`src/rtl/dmem_arbiter_pkg.sv`:
```
// Shared types and constants for the data-memory arbiter.
package dmem_arb_pkg;
  localparam int DW_DEF = 32;
  localparam int AW_DEF = 32;

  localparam logic OWN_CPU = 1'b0;
  localparam logic OWN_DMA = 1'b1;

  typedef enum logic [1:0] {IDLE, ACCESS, WAIT, RESP} state_e;
endpackage

```
`src/rtl/dmem_arbiter_if.sv`:
```
// Bundle of both requester handshakes plus the data_memory side.
// slave = arbiter view, master = requesters/memory view.
interface dmem_arbiter_if
  import dmem_arb_pkg::*;
#(
  parameter int DW = DW_DEF,
  parameter int AW = AW_DEF
) ();
  logic          cpu_req, cpu_we, cpu_gnt, cpu_done;
  logic [AW-1:0] cpu_addr;
  logic [DW-1:0] cpu_wdata, cpu_rdata;
  logic          dma_req, dma_we, dma_gnt, dma_done;
  logic [AW-1:0] dma_addr;
  logic [DW-1:0] dma_wdata, dma_rdata;
  logic          mem_r, mem_w;
  logic [AW-1:0] mem_addr;
  logic [DW-1:0] mem_wdata, mem_rdata;

  modport slave (
    input  cpu_req, cpu_we, cpu_addr, cpu_wdata,
    output cpu_gnt, cpu_done, cpu_rdata,
    input  dma_req, dma_we, dma_addr, dma_wdata,
    output dma_gnt, dma_done, dma_rdata,
    output mem_r, mem_w, mem_addr, mem_wdata,
    input  mem_rdata
  );

  modport master (
    output cpu_req, cpu_we, cpu_addr, cpu_wdata,
    input  cpu_gnt, cpu_done, cpu_rdata,
    output dma_req, dma_we, dma_addr, dma_wdata,
    input  dma_gnt, dma_done, dma_rdata,
    input  mem_r, mem_w, mem_addr, mem_wdata,
    output mem_rdata
  );
endinterface

```
`src/rtl/dmem_arbiter_rr_arb2.sv`:
```
// Two-input arbiter. DMEM_ARB_RR_EN defined: round-robin (port not granted
// last wins a tie, CPU first after reset). Undefined: fixed CPU > DMA.
module rr_arb2 (
  input  logic       clk,
  input  logic       rst_n,
  input  logic [1:0] i_req,
  input  logic       i_advance,
  output logic [1:0] o_gnt
);
`ifdef DMEM_ARB_RR_EN
  logic r_prio;  // 1 = DMA wins a tie

  // Tie broken by pointer, single requester passes straight through
  always_comb begin
    o_gnt = i_req;
    if (i_req == 2'b11) o_gnt = r_prio ? 2'b10 : 2'b01;
  end

  // Pointer flips to the other port on every accepted grant
  always_ff @(posedge clk or negedge rst_n) begin
    if (!rst_n)         r_prio <= 1'b0;
    else if (i_advance) r_prio <= o_gnt[0];
  end
`else
  logic w_unused;
  assign w_unused = ^{clk, rst_n, i_advance};
  assign o_gnt    = {i_req[1] & ~i_req[0], i_req[0]};
`endif
endmodule

```
`src/rtl/dmem_arbiter.sv`:
```
// Serialises CPU and DMA accesses onto the single-ported data memory.
// Arbitration policy selected by DMEM_ARB_RR_EN (see rr_arb2).
module dmem_arbiter
  import dmem_arb_pkg::*;
#(
  parameter int DW      = DW_DEF,
  parameter int AW      = AW_DEF,
  parameter int MEM_LAT = 0
) (
  input  logic           clk,
  input  logic           rst_n,
  dmem_arbiter_if.slave  bus
);
  localparam int            CW       = $clog2(MEM_LAT + 2);
  localparam logic [CW-1:0] LAT_LD   = CW'(MEM_LAT);
  localparam bit            HAS_WAIT = (MEM_LAT > 0);

  state_e        r_state, w_nxt;
  logic          r_own, r_we;
  logic [AW-1:0] r_addr;
  logic [DW-1:0] r_wdata;
  logic [CW-1:0] r_cnt;
  logic [1:0]    r_gnt, r_done;
  logic          r_mem_r, r_mem_w;
  logic [DW-1:0] r_cpu_rdata, r_dma_rdata;

  logic [1:0]    w_req, w_gnt_oh;
  logic          w_accept, w_win, w_win_we, w_cnt_one, w_cap, w_fin;
  logic [AW-1:0] w_win_addr;
  logic [DW-1:0] w_win_wdata;

  assign w_req       = {bus.dma_req, bus.cpu_req};
  assign w_accept    = (r_state == IDLE) && (|w_req);
  assign w_win       = w_gnt_oh[1];
  assign w_win_we    = w_win ? bus.dma_we    : bus.cpu_we;
  assign w_win_addr  = w_win ? bus.dma_addr  : bus.cpu_addr;
  assign w_win_wdata = w_win ? bus.dma_wdata : bus.cpu_wdata;
  assign w_cnt_one   = (r_cnt == CW'(1));
  // Read data is valid at the end of ACCESS for a combinational memory,
  // otherwise on the last WAIT cycle.
  assign w_cap = ((r_state == ACCESS) && !r_we && !HAS_WAIT) ||
                 ((r_state == WAIT) && w_cnt_one);
  assign w_fin = (r_state != RESP) && (w_nxt == RESP);

  rr_arb2 u_arb (
    .clk       (clk),
    .rst_n     (rst_n),
    .i_req     (w_req),
    .i_advance (w_accept),
    .o_gnt     (w_gnt_oh)
  );

  // State register
  always_ff @(posedge clk or negedge rst_n) begin
    if (!rst_n) r_state <= IDLE;
    else        r_state <= w_nxt;
  end

  // Next-state decode
  always_comb begin
    w_nxt = r_state;
    case (r_state)
      IDLE:    if (|w_req) w_nxt = ACCESS;
      ACCESS:  w_nxt = (r_we || !HAS_WAIT) ? RESP : WAIT;
      WAIT:    if (w_cnt_one) w_nxt = RESP;
      RESP:    w_nxt = IDLE;
      default: w_nxt = IDLE;
    endcase
  end

  // Latches, latency counter and registered outputs (one cycle ahead of state)
  always_ff @(posedge clk or negedge rst_n) begin
    if (!rst_n) begin
      r_own       <= OWN_CPU;
      r_we        <= 1'b0;
      r_addr      <= '0;
      r_wdata     <= '0;
      r_cnt       <= '0;
      r_gnt       <= 2'b00;
      r_done      <= 2'b00;
      r_mem_r     <= 1'b0;
      r_mem_w     <= 1'b0;
      r_cpu_rdata <= '0;
      r_dma_rdata <= '0;
    end else begin
      if (w_accept) begin
        r_own   <= w_win;
        r_we    <= w_win_we;
        r_addr  <= w_win_addr;
        r_wdata <= w_win_wdata;
      end
      r_gnt   <= w_accept ? w_gnt_oh : 2'b00;
      r_mem_w <= w_accept && w_win_we;
      r_mem_r <= (w_accept && !w_win_we) ||
                 ((r_state == ACCESS) && !r_we && HAS_WAIT) ||
                 ((r_state == WAIT) && !w_cnt_one);
      r_done  <= w_fin ? ((r_own == OWN_DMA) ? 2'b10 : 2'b01) : 2'b00;

      if ((r_state == ACCESS) && !r_we) r_cnt <= LAT_LD;
      else if (r_state == WAIT)         r_cnt <= r_cnt - 1'b1;

      if (w_cap) begin
        if (r_own == OWN_DMA) r_dma_rdata <= bus.mem_rdata;
        else                  r_cpu_rdata <= bus.mem_rdata;
      end
    end
  end

  assign bus.cpu_gnt   = r_gnt[0];
  assign bus.dma_gnt   = r_gnt[1];
  assign bus.cpu_done  = r_done[0];
  assign bus.dma_done  = r_done[1];
  assign bus.cpu_rdata = r_cpu_rdata;
  assign bus.dma_rdata = r_dma_rdata;
  assign bus.mem_r     = r_mem_r;
  assign bus.mem_w     = r_mem_w;
  assign bus.mem_addr  = r_addr;
  assign bus.mem_wdata = r_wdata;
endmodule

```
`src/flat_wrapper.sv`:
```
// flat-port wrapper written by rule: the top's interface ports become plain ports
module dmem_arbiter_flat import dmem_arb_pkg::*;
#(
  parameter int DW      = DW_DEF,
  parameter int AW      = AW_DEF,
  parameter int MEM_LAT = 0
)
  (clk, rst_n, bus_cpu_req, bus_cpu_we, bus_cpu_addr, bus_cpu_wdata, bus_cpu_gnt, bus_cpu_done, bus_cpu_rdata, bus_dma_req, bus_dma_we, bus_dma_addr, bus_dma_wdata, bus_dma_gnt, bus_dma_done, bus_dma_rdata, bus_mem_r, bus_mem_w, bus_mem_addr, bus_mem_wdata, bus_mem_rdata);
  dmem_arbiter_if #(.DW(DW), .AW(AW)) bus_i ();
  input  logic clk;
  input  logic rst_n;
  input wire logic [$bits(bus_i.cpu_req)-1:0] bus_cpu_req;
  input wire logic [$bits(bus_i.cpu_we)-1:0] bus_cpu_we;
  input wire logic [$bits(bus_i.cpu_addr)-1:0] bus_cpu_addr;
  input wire logic [$bits(bus_i.cpu_wdata)-1:0] bus_cpu_wdata;
  output wire logic [$bits(bus_i.cpu_gnt)-1:0] bus_cpu_gnt;
  output wire logic [$bits(bus_i.cpu_done)-1:0] bus_cpu_done;
  output wire logic [$bits(bus_i.cpu_rdata)-1:0] bus_cpu_rdata;
  input wire logic [$bits(bus_i.dma_req)-1:0] bus_dma_req;
  input wire logic [$bits(bus_i.dma_we)-1:0] bus_dma_we;
  input wire logic [$bits(bus_i.dma_addr)-1:0] bus_dma_addr;
  input wire logic [$bits(bus_i.dma_wdata)-1:0] bus_dma_wdata;
  output wire logic [$bits(bus_i.dma_gnt)-1:0] bus_dma_gnt;
  output wire logic [$bits(bus_i.dma_done)-1:0] bus_dma_done;
  output wire logic [$bits(bus_i.dma_rdata)-1:0] bus_dma_rdata;
  output wire logic [$bits(bus_i.mem_r)-1:0] bus_mem_r;
  output wire logic [$bits(bus_i.mem_w)-1:0] bus_mem_w;
  output wire logic [$bits(bus_i.mem_addr)-1:0] bus_mem_addr;
  output wire logic [$bits(bus_i.mem_wdata)-1:0] bus_mem_wdata;
  input wire logic [$bits(bus_i.mem_rdata)-1:0] bus_mem_rdata;
  assign bus_i.cpu_req = bus_cpu_req;
  assign bus_i.cpu_we = bus_cpu_we;
  assign bus_i.cpu_addr = bus_cpu_addr;
  assign bus_i.cpu_wdata = bus_cpu_wdata;
  assign bus_cpu_gnt = bus_i.cpu_gnt;
  assign bus_cpu_done = bus_i.cpu_done;
  assign bus_cpu_rdata = bus_i.cpu_rdata;
  assign bus_i.dma_req = bus_dma_req;
  assign bus_i.dma_we = bus_dma_we;
  assign bus_i.dma_addr = bus_dma_addr;
  assign bus_i.dma_wdata = bus_dma_wdata;
  assign bus_dma_gnt = bus_i.dma_gnt;
  assign bus_dma_done = bus_i.dma_done;
  assign bus_dma_rdata = bus_i.dma_rdata;
  assign bus_mem_r = bus_i.mem_r;
  assign bus_mem_w = bus_i.mem_w;
  assign bus_mem_addr = bus_i.mem_addr;
  assign bus_mem_wdata = bus_i.mem_wdata;
  assign bus_i.mem_rdata = bus_mem_rdata;
  dmem_arbiter #(.DW(DW), .AW(AW), .MEM_LAT(MEM_LAT)) u_core (.clk(clk), .rst_n(rst_n), .bus(bus_i));
endmodule
```
`config.mk`:
```
export PLATFORM = sky130hd
export DESIGN_NAME = dmem_arbiter_flat
export DESIGN_NICKNAME = d
export VERILOG_FILES = /design/src/rtl/dmem_arbiter_pkg.sv /design/src/rtl/dmem_arbiter_if.sv /design/src/rtl/dmem_arbiter_rr_arb2.sv /design/src/rtl/dmem_arbiter.sv /design/src/flat_wrapper.sv
export SDC_FILE = /design/constraint.sdc
export NUM_CORES = 1
export LEC_CHECK = 0
export BUFFER_PORTS_ARGS = -buffer_cell sky130_fd_sc_hd__buf_2
export CAP_MARGIN = 15
export CORE_MARGIN = 2
export CORE_UTILIZATION = 40
export CTS_CLUSTER_SIZE = 16
export DETAILED_ROUTE_END_ITERATION = 8
export PLACE_DENSITY = 0.72
export SYNTH_ARGS = -nofsm -noshare
export SYNTH_HDL_FRONTEND = slang
export SYNTH_SLANG_ARGS = --single-unit
```
`constraint.sdc`:
```
create_clock -name clk -period 2.3 [get_ports clk]
set_input_delay 0.23 -clock clk [delete_from_list [all_inputs] [get_ports clk]]
set_output_delay 0.23 -clock clk [all_outputs]
set_load 0.01 [all_outputs]
```
==> summary.txt, run 1 <==
STA
  • Period minus WS final: 1.90 ns
  • Final period utilization: 82.7%
  • Final setup vio count: 0
  • Worst slew pin tran: 0.637 ns
  • Max-slew violations: 0
  • RSZ-0062 raised after global routing: no
  • Hold Vio Cnt, Final: 0
  • Highest Clock Rate: 0.526 GHz
  • Relative slew slack: 57.4%
  • Fin Setup TNS: 0 ns
  • Worst Skew: 0.00985 ns

Logic synthesis
  • Adder-cell share of the synthesized area: 1.05%
  • Mapped Area: 5960 um2
  • EDFF count, synth: 0
  • Count leader, synth: dfrtp_1
  • Top-area cell type share of the netlist area: about three fifths
  • XOR/XNOR share of the synthesized area: 0.147%
  • Post-synthesis mux area share: 24.9%
  • Yosys top cell by area: dfrtp_1
  • Top FF cell, synth: dfrtp_1
  • #FFs+latches synth: 139
  • Asr flop ratio synth: 100%
  • Commonest cells post-synth: 139 x dfrtp_1, 65 x mux2i_1, 65 x nand2_1, 40 x o21ai_1, 32 x mux2_2
  • Main combinational cell family by area after synthesis: multiplexers
  • Seq/Total Area, Yosys: 58.4%
  • Library cells used by synthesis: 27
  • Dominant cells by area after synthesis: dfrtp_1 58%, mux2i_1 11%, mux2_4 7.6%, mux2_2 6.0%, nand2_1 4.1%
  • Ys Warns: 0
  • Synth Instances: 456
  • Simple-Gate Fraction of Synth Area: 5.23%
  • Syn nets: 627
  • Compound-Gate Fraction of Synth Area: under 10%
  • Synthesized area per cell: between 10 and 15 um2

Clock tree
  • Worst-Skew Late Latency: 0.41 ns
  • CTS tree: done
  • Clock sinks: 139
  • Postcts setup bufs: 0
  • Root Buffer Master: clkbuf_16
  • Htree depth: 4
  • Post_cts resized: 0
  • CTS Buffer Depth: 2
  • CTS Buf Count: 17
  • Worst-path clk slew: approximately 0.06 ns

Die
  • Initial core utilization: roughly two fifths
  • Core area: ~15000 um2
  • Site row count: 44
  • Die Width: around 130 um
  • Die Ht: between 100 and 150 um
  • Die Area: 15900 um2
  • Ports: 300

Detailed routing
  • Avg WL per Cell: about 15 um
  • Initial DRT Pass Iterations: 4
  • Vias: 4454
  • DRC: 0
  • Via density per instance: 4.68
  • DRT iter0 DRCs: 160
  • ANT nets after route: 0
  • Routed WL: 14000 um

Global route
  • First-pass GRT wire length: 22500 um
  • Grt ovf: 0
  • Largest net degree at the start of global routing: 62
  • Vias in the first global route: ~4400
  • GRT Total Usage: 17.9%
  • Antenna violations before repair: 0

Job
  • Max Cap Viol: 0

Finish
  • Ant diodes: 0
  • Layout cell share with drive strength beyond 1: 52.7%
  • Post-Layout Inst Area: 8260 um2
  • Final #Nets: approximately 930
  • Area grow syn2layout: 38.6%

Pwr
  • P_leak: 4.57 nW
  • Max VDD drop: 0.544 mV
  • Power Density: 1400 nW/um2

Setup path
  • WP buf/inv: 2
  • CP top delay family: buffers and inverters
  • Startpoint types: flip-flop
  • Critical path class: reg -> reg
  • WP data required: 2.58 ns
  • Worst path cell trace: inv_1, ha_1, nand2_1, a21oi_4, buf_4, mux2_2
  • Slowest Stage Delay on Critical Path: approximately 0.40 ns
  • CP endpoint kind: flip-flop
  • Worst Path Arrival: between 2 and 2.5 ns
  • CP max-delay cell: dfrtp_1
  • CP max FO: 22

Worst hold path
  • Worst hold-check path type: in -> reg

Outcome
  • Outcome: finished clean

Place
  • Placed Area: about 7700 um2
  • IO Port Bufs: 299
  • GPL Wtd Cong: 0.758
  • HPWL after detailed placement: approximately 11000 um
state kept, by name (all words and copies together) (netlist names):
| signal | flops |
|---|---|
| u_core.bus.mem_w | 1 |
| u_core.r_done | 2 |
| u_core.bus.mem_r | 1 |
| u_core.r_cnt | 1 |
| u_core.bus.dma_rdata | 32 |
| u_core.bus.cpu_rdata | 32 |
| u_core.r_we | 1 |
| u_core.bus.mem_addr | 32 |
| u_core.bus.mem_wdata | 32 |
| u_core.r_state | 2 |
| u_core.r_own | 1 |
| u_core.r_gnt | 2 |
per-stage QoR:
| stage | hold WS (ns) | util [%] | total power [mW] | instances | setup WS (ns) |
|---|---|---|---|---|---|
| final | 0.0657 | 56.8 | 11.6 | 952 | 0.398 |
| after global routing | 0.0414 | 56.8 | 12.4 | 952 | 0.284 |
| after CTS | 0.0476 | 56.8 | 11.7 | 952 | 0.400 |
| after detailed placement | 0.211 | 52.7 | 8.94 | 922 | 0.411 |
| after global placement | 0.215 | 52.7 | 8.78 | 922 | 0.454 |
| after floorplan | -0.0656 | - | 7.04 | 456 | 0.611 |
cell families after synthesis:
kind of cell | after synthesis
AOI/OAI and AO/OA | 73
xor gates and xnor gates | 1
adders and majority gates | 5
buffers and inverters | 32
DFF | 139
muxes | 129
and+or+nand+nor | 77
power breakdown:
group / total [mW] / internal (mW) / switching, mW
Combinational: 4.54 / 2.27 / 2.27
Sequential: 4.30 / 3.67 / 0.630
Clock: 2.74 / 1.75 / 0.987
Total: 11.6 / 7.69 / 3.88
what timing repair did:
item / in CTS / in global routing
setup endpoints to repair: 0 / 0
hold buffers: 1 / 0
endpoints found under the hold margin: 48 / 0
final timing paths:
path / cells past startpoint / to / start / slack (ns)
worst min register to register: 2 / u_core.bus.mem_addr[22]$_DFFE_PN0P_ / u_core.bus.mem_addr[22]$_DFFE_PN0P_ / 0.47
worst max-delay path: 6 / u_core.bus.cpu_rdata[10]$_DFFE_PN0P_ / u_core.r_state[0]$_DFF_PN0_ / 0.40
min in group asynchronous: 2 / u_core.bus.dma_rdata[15]$_DFFE_PN0P_ / rst_n / 0.33
worst min-delay path: 2 / u_core.bus.dma_rdata[27]$_DFFE_PN0P_ / bus_mem_rdata[27] / 0.07
worst max register to register: 6 / u_core.bus.cpu_rdata[10]$_DFFE_PN0P_ / u_core.r_state[0]$_DFF_PN0_ / 0.40
max in group asynchronous: 3 / u_core.bus.dma_rdata[11]$_DFFE_PN0P_ / rst_n / 1.32
layout by cell type, fill, tap and decap left out, types with 2 or more instances in the layout:
| cell | n |
|---|---|
| and2_1 | 2 |
| o21ai_0 | 26 |
| inv_1 | 4 |
| nand2_1 | 65 |
| a21oi_1 | 2 |
| buf_4 | 6 |
| inv_6 | 2 |
| clkinv_2 | 2 |
| mux2_4 | 30 |
| o21ai_1 | 39 |
| mux2i_1 | 65 |
| ha_1 | 5 |
| clkbuf_8 | 2 |
| mux2_2 | 32 |
| dfrtp_1 | 139 |
| clkinv_4 | 2 |
| nor2_1 | 6 |
| bufinv_16 | 3 |
| buf_12 | 5 |
| clkbuf_16 | 17 |
| buf_2 | 298 |
| mux2_1 | 2 |
layout make-up:
class                   instances  area, um2
clock buffers                  19        453
clock inverters                10        143
fillers                      1293       6270
inverters                       4       15.0
multi-input cells             285       2280
flip-flops and latches        139       3480
well taps                     184        230
repair buffers                311       1660
layer usage:
layer / global-route usage, % / up-vias / routed length, um
met5: 0 / - / 0
met4: 4.91 / 0 / 131
met3: 5.69 / 9 / 1020
met2: 30.2 / 184 / 6890
met1: 22.4 / 2081 / 5990
li1: - / 2180 / -
Note: power is estimated with default switching activity, not from simulation.
==> run 2: changes to the inputs <==
--- a/config.mk
+++ b/config.mk
@@ -5,13 +5,14 @@
 export SDC_FILE = /design/constraint.sdc
 export NUM_CORES = 1
 export LEC_CHECK = 0
+export ABC_AREA = 1
 export BUFFER_PORTS_ARGS = -buffer_cell sky130_fd_sc_hd__buf_2
 export CAP_MARGIN = 15
 export CORE_MARGIN = 2
 export CORE_UTILIZATION = 40
 export CTS_CLUSTER_SIZE = 16
 export DETAILED_ROUTE_END_ITERATION = 8
-export PLACE_DENSITY = 0.72
+export PLACE_DENSITY = 0.73
 export SYNTH_ARGS = -nofsm -noshare
 export SYNTH_HDL_FRONTEND = slang
 export SYNTH_SLANG_ARGS = --single-unit
==> constraint.sdc (replaced) <==
create_clock -name clk -period 1.6 [get_ports clk]
set_input_delay 0.16 -clock clk [delete_from_list [all_inputs] [get_ports clk]]
set_output_delay 0.16 -clock clk [all_outputs]
set_load 0.01 [all_outputs]
==> run 2 against run 1 <==
Final area up 12%. Final cell count up 49%. Sequential share of layout area down 4.4 points. Maximum frequency up 25%. Combinational power up 67%. Worst hold slack worse by 0.047 ns. Register-to-register slack worse by 0.32 ns. Die area up 9.7%. Global-route usage up 2.5 points. Critical endpoint is now u_core.bus.cpu_rdata[28]$_DFFE_PN0P_.
==> summary.txt, run 2 <==
Detailed routing
  • Initial DRT Pass Iterations: 6
  • Via density per instance: 4.52
  • Avg WL per Cell: ~13 um
  • Vias: approximately 6400
  • ANT nets after route: 0
  • DRT iter0 DRCs: 285
  • DRC: 0
  • Routed WL: 18400 um

Logic synthesis
  • Ys Warns: 0
  • Synthesized area per cell: 7.46 um2
  • Top-area cell type share of the netlist area: a little over half
  • Yosys top cell by area: dfrtp_1
  • Commonest cells post-synth: 398 x nand2_1, 139 x dfrtp_1, 139 x inv_1, 132 x nand3_1, 25 x buf_2
  • Count leader, synth: nand2_1
  • Mapped Area: ~6600 um2
  • Asr flop ratio synth: 100%
  • Synth Instances: 879
  • Top FF cell, synth: dfrtp_1
  • Library cells used by synthesis: 16
  • EDFF count, synth: 0
  • Seq/Total Area, Yosys: around 53%
  • #FFs+latches synth: 139
  • Syn nets: 1050
  • Dominant cells by area after synthesis: dfrtp_1 53%, nand2_1 23%, nand3_1 10%, inv_1 8.0%, buf_2 1.9%

Setup path
  • CP max-delay cell: dfrtp_1
  • Critical path depth: 8
  • Startpoint types: flip-flop
  • Worst reg2reg path startpoint: u_core.r_state[0]$_DFF_PN0_
  • CP endpoint kind: flip-flop
  • WP data required: 1.95 ns
  • Worst path cell trace: inv_2, ha_2, nand2_2, o21ai_4, buf_4, buf_6, nand3_1, nand2_1
  • CP top delay family: buffers and inverters
  • Worst Path Arrival: 1.86 ns
  • CP max FO: 16
  • Worst R2R Path Depth: 8
  • Slowest Stage Delay on Critical Path: approximately 0.43 ns
  • Critical path class: reg -> reg
  • WP buf/inv: 3
  • Launch point of the worst path: u_core.r_state[0]$_DFF_PN0_

STA
  • Final period utilization: 94.8%
  • Worst Setup Slack, final: 0.0830 ns
  • WHS: approximately 0.018 ns
  • RSZ-0062 raised after global routing: yes
  • Relative slew slack: 68.1%
  • Period minus WS final: around 1.5 ns
  • Max-slew violations: 0
  • Worst slew pin tran: between 0.4 and 0.5 ns
  • Worst Skew: 0.00620 ns
  • Highest Clock Rate: 0.659 GHz
  • Hold Vio Cnt, Final: 0
  • Final setup vio count: 0
  • Fin Setup TNS: 0 ns

Clock tree
  • Root Buffer Master: clkbuf_16
  • Htree depth: 4
  • CTS Buf Count: 17
  • Worst-path clk slew: 0.06 ns
  • Clock sinks: 139
  • CTS Buffer Depth: 2
  • CTS tree: done
  • Worst-Skew Late Latency: just over 0.4 ns

Place
  • Placed cells: 1364
  • GPL Wtd Cong: 0.833
  • HPWL after detailed placement: roughly 13000 um
  • IO Port Bufs: around 300
  • Placed Area: 8330 um2
  • Dpl ws: 0.0473 ns

Global route
  • Vias in the first global route: 5952
  • GRT Total Usage: 20.4%
  • Grt ovf: 0
  • Largest net degree at the start of global routing: 66
  • Antenna violations before repair: 0
  • First-pass GRT wire length: 28800 um

Die
  • Ports: 300
  • Initial core utilization: around two fifths
  • Die Width: 132 um
  • Core area: 15900 um2
  • Die Ht: 132 um
  • Die Area: between 15000 and 20000 um2
  • Site row count: 46

Pwr
  • Power Density: 1930 nW/um2
  • Max VDD drop: 0.898 mV
  • Total power: approximately 18 mW
  • P_leak: 5.69 nW

Job
  • Max Cap Viol: 0

Finish
  • Layout cell share with drive strength beyond 1: 30.3%
  • Register area: 3480 um2
  • Layout fillers: 1503
  • Commonest non-fill, non-tap cell in the layout: nand2_1
  • Area grow syn2layout: 40.7%
  • Fin cells: approximately 1400
  • Final core utilization: just under 60%
  • Post-Layout Inst Area: 9230 um2
  • Final #Nets: about 1400
  • Commonest cells after routing, fill and taps aside: 396 x nand2_1, 298 x buf_2, 139 x dfrtp_1
  • Ant diodes: 0
  • Area of the multi-input gates: between 2000 and 2500 um2

Outcome
  • Outcome: finished clean

Worst hold path
  • Worst hold-check path type: in -> reg
  • Hold Path Depth: 3
  • Worst hold start: bus_mem_rdata[0]
==> run 2: cell types whose count changed after synthesis, sizes merged, moves of 2 or more <==
cell | previous run | this run
inv | 4 | 143
a21oi | 3 | 0
and2 | 2 | 0
mux2i | 65 | 0
nand3 | 0 | 132
buf | 17 | 37
nand2 | 65 | 399
nor2 | 6 | 11
nand2b | 2 | 0
mux2 | 64 | 0
o21ai | 66 | 1
==> run 2: final timing paths <==
check,endpoint,slack [ns]
worst min register to register,u_core.bus.cpu_rdata[10]$_DFFE_PN0P_,0.47
worst max-delay path,u_core.bus.cpu_rdata[28]$_DFFE_PN0P_,0.08
min in group asynchronous,u_core.bus.dma_rdata[0]$_DFFE_PN0P_,0.22
worst max register to register,u_core.bus.cpu_rdata[28]$_DFFE_PN0P_,0.08
worst min-delay path,u_core.bus.cpu_rdata[0]$_DFFE_PN0P_,0.02
max in group asynchronous,u_core.bus.dma_rdata[8]$_DFFE_PN0P_,0.79
==> run 2: worst reg2reg max path, delay by kind of cell, from the launching register on <==
family / cells / cell delay [ns]
adders and majority gates: 1 / 0.21
buffers and inverters: 3 / 0.49
and+or+nand+nor: 3 / 0.27
DFF: 1 / 0.43
AOI/OAI and AO/OA: 1 / 0.08
==> run 2: power by group <==
group	internal (mW)	switching (mW)	total [mW]
Sequential	5.27	0.962	6.23
Combinational	3.05	4.55	7.60
Clock	2.47	1.51	3.98
Total	10.8	7.02	17.8
==> run 2: what timing repair did <==
action / in CTS / in global routing
setup endpoints to repair: 0 / 106
hold buffers: 20 / 0
hold endpoints to repair: 150 / 0
resized for setup: 0 / 5
setup buffers: 0 / 3
==> run 2: routing by layer <==
layer	vias to the layer above	global-route usage, %	routed length [um]
met4	0	6.22	261
met3	18	5.34	1490
met1	2883	26.5	7750
li1	3236	-	-
met2	285	33.7	8860
met5	-	0	0
==> run 2: kinds of logic after synthesis <==
| family | after synthesis | share of synthesized area, % |
|---|---|---|
| buffers and inverters | 191 | 12.0 |
| flip-flops | 139 | 53.0 |
| AO/OA/AOI/OAI | 2 | 0.248 |
| adder cells (fa/ha/maj) | 5 | 0.954 |
| AND/OR/NAND/NOR | 542 | 33.7 |
==> run 2: final cells by class <==
cell class	count	share of cell area, %
Inverter	143	5.82
Clock inverter	13	1.82
Multi-Input combinational cell	549	25.0
Tap cell	216	2.93
Sequential cell	139	37.7
Timing Repair Buffer	343	22.1
Clock buffer	19	4.69
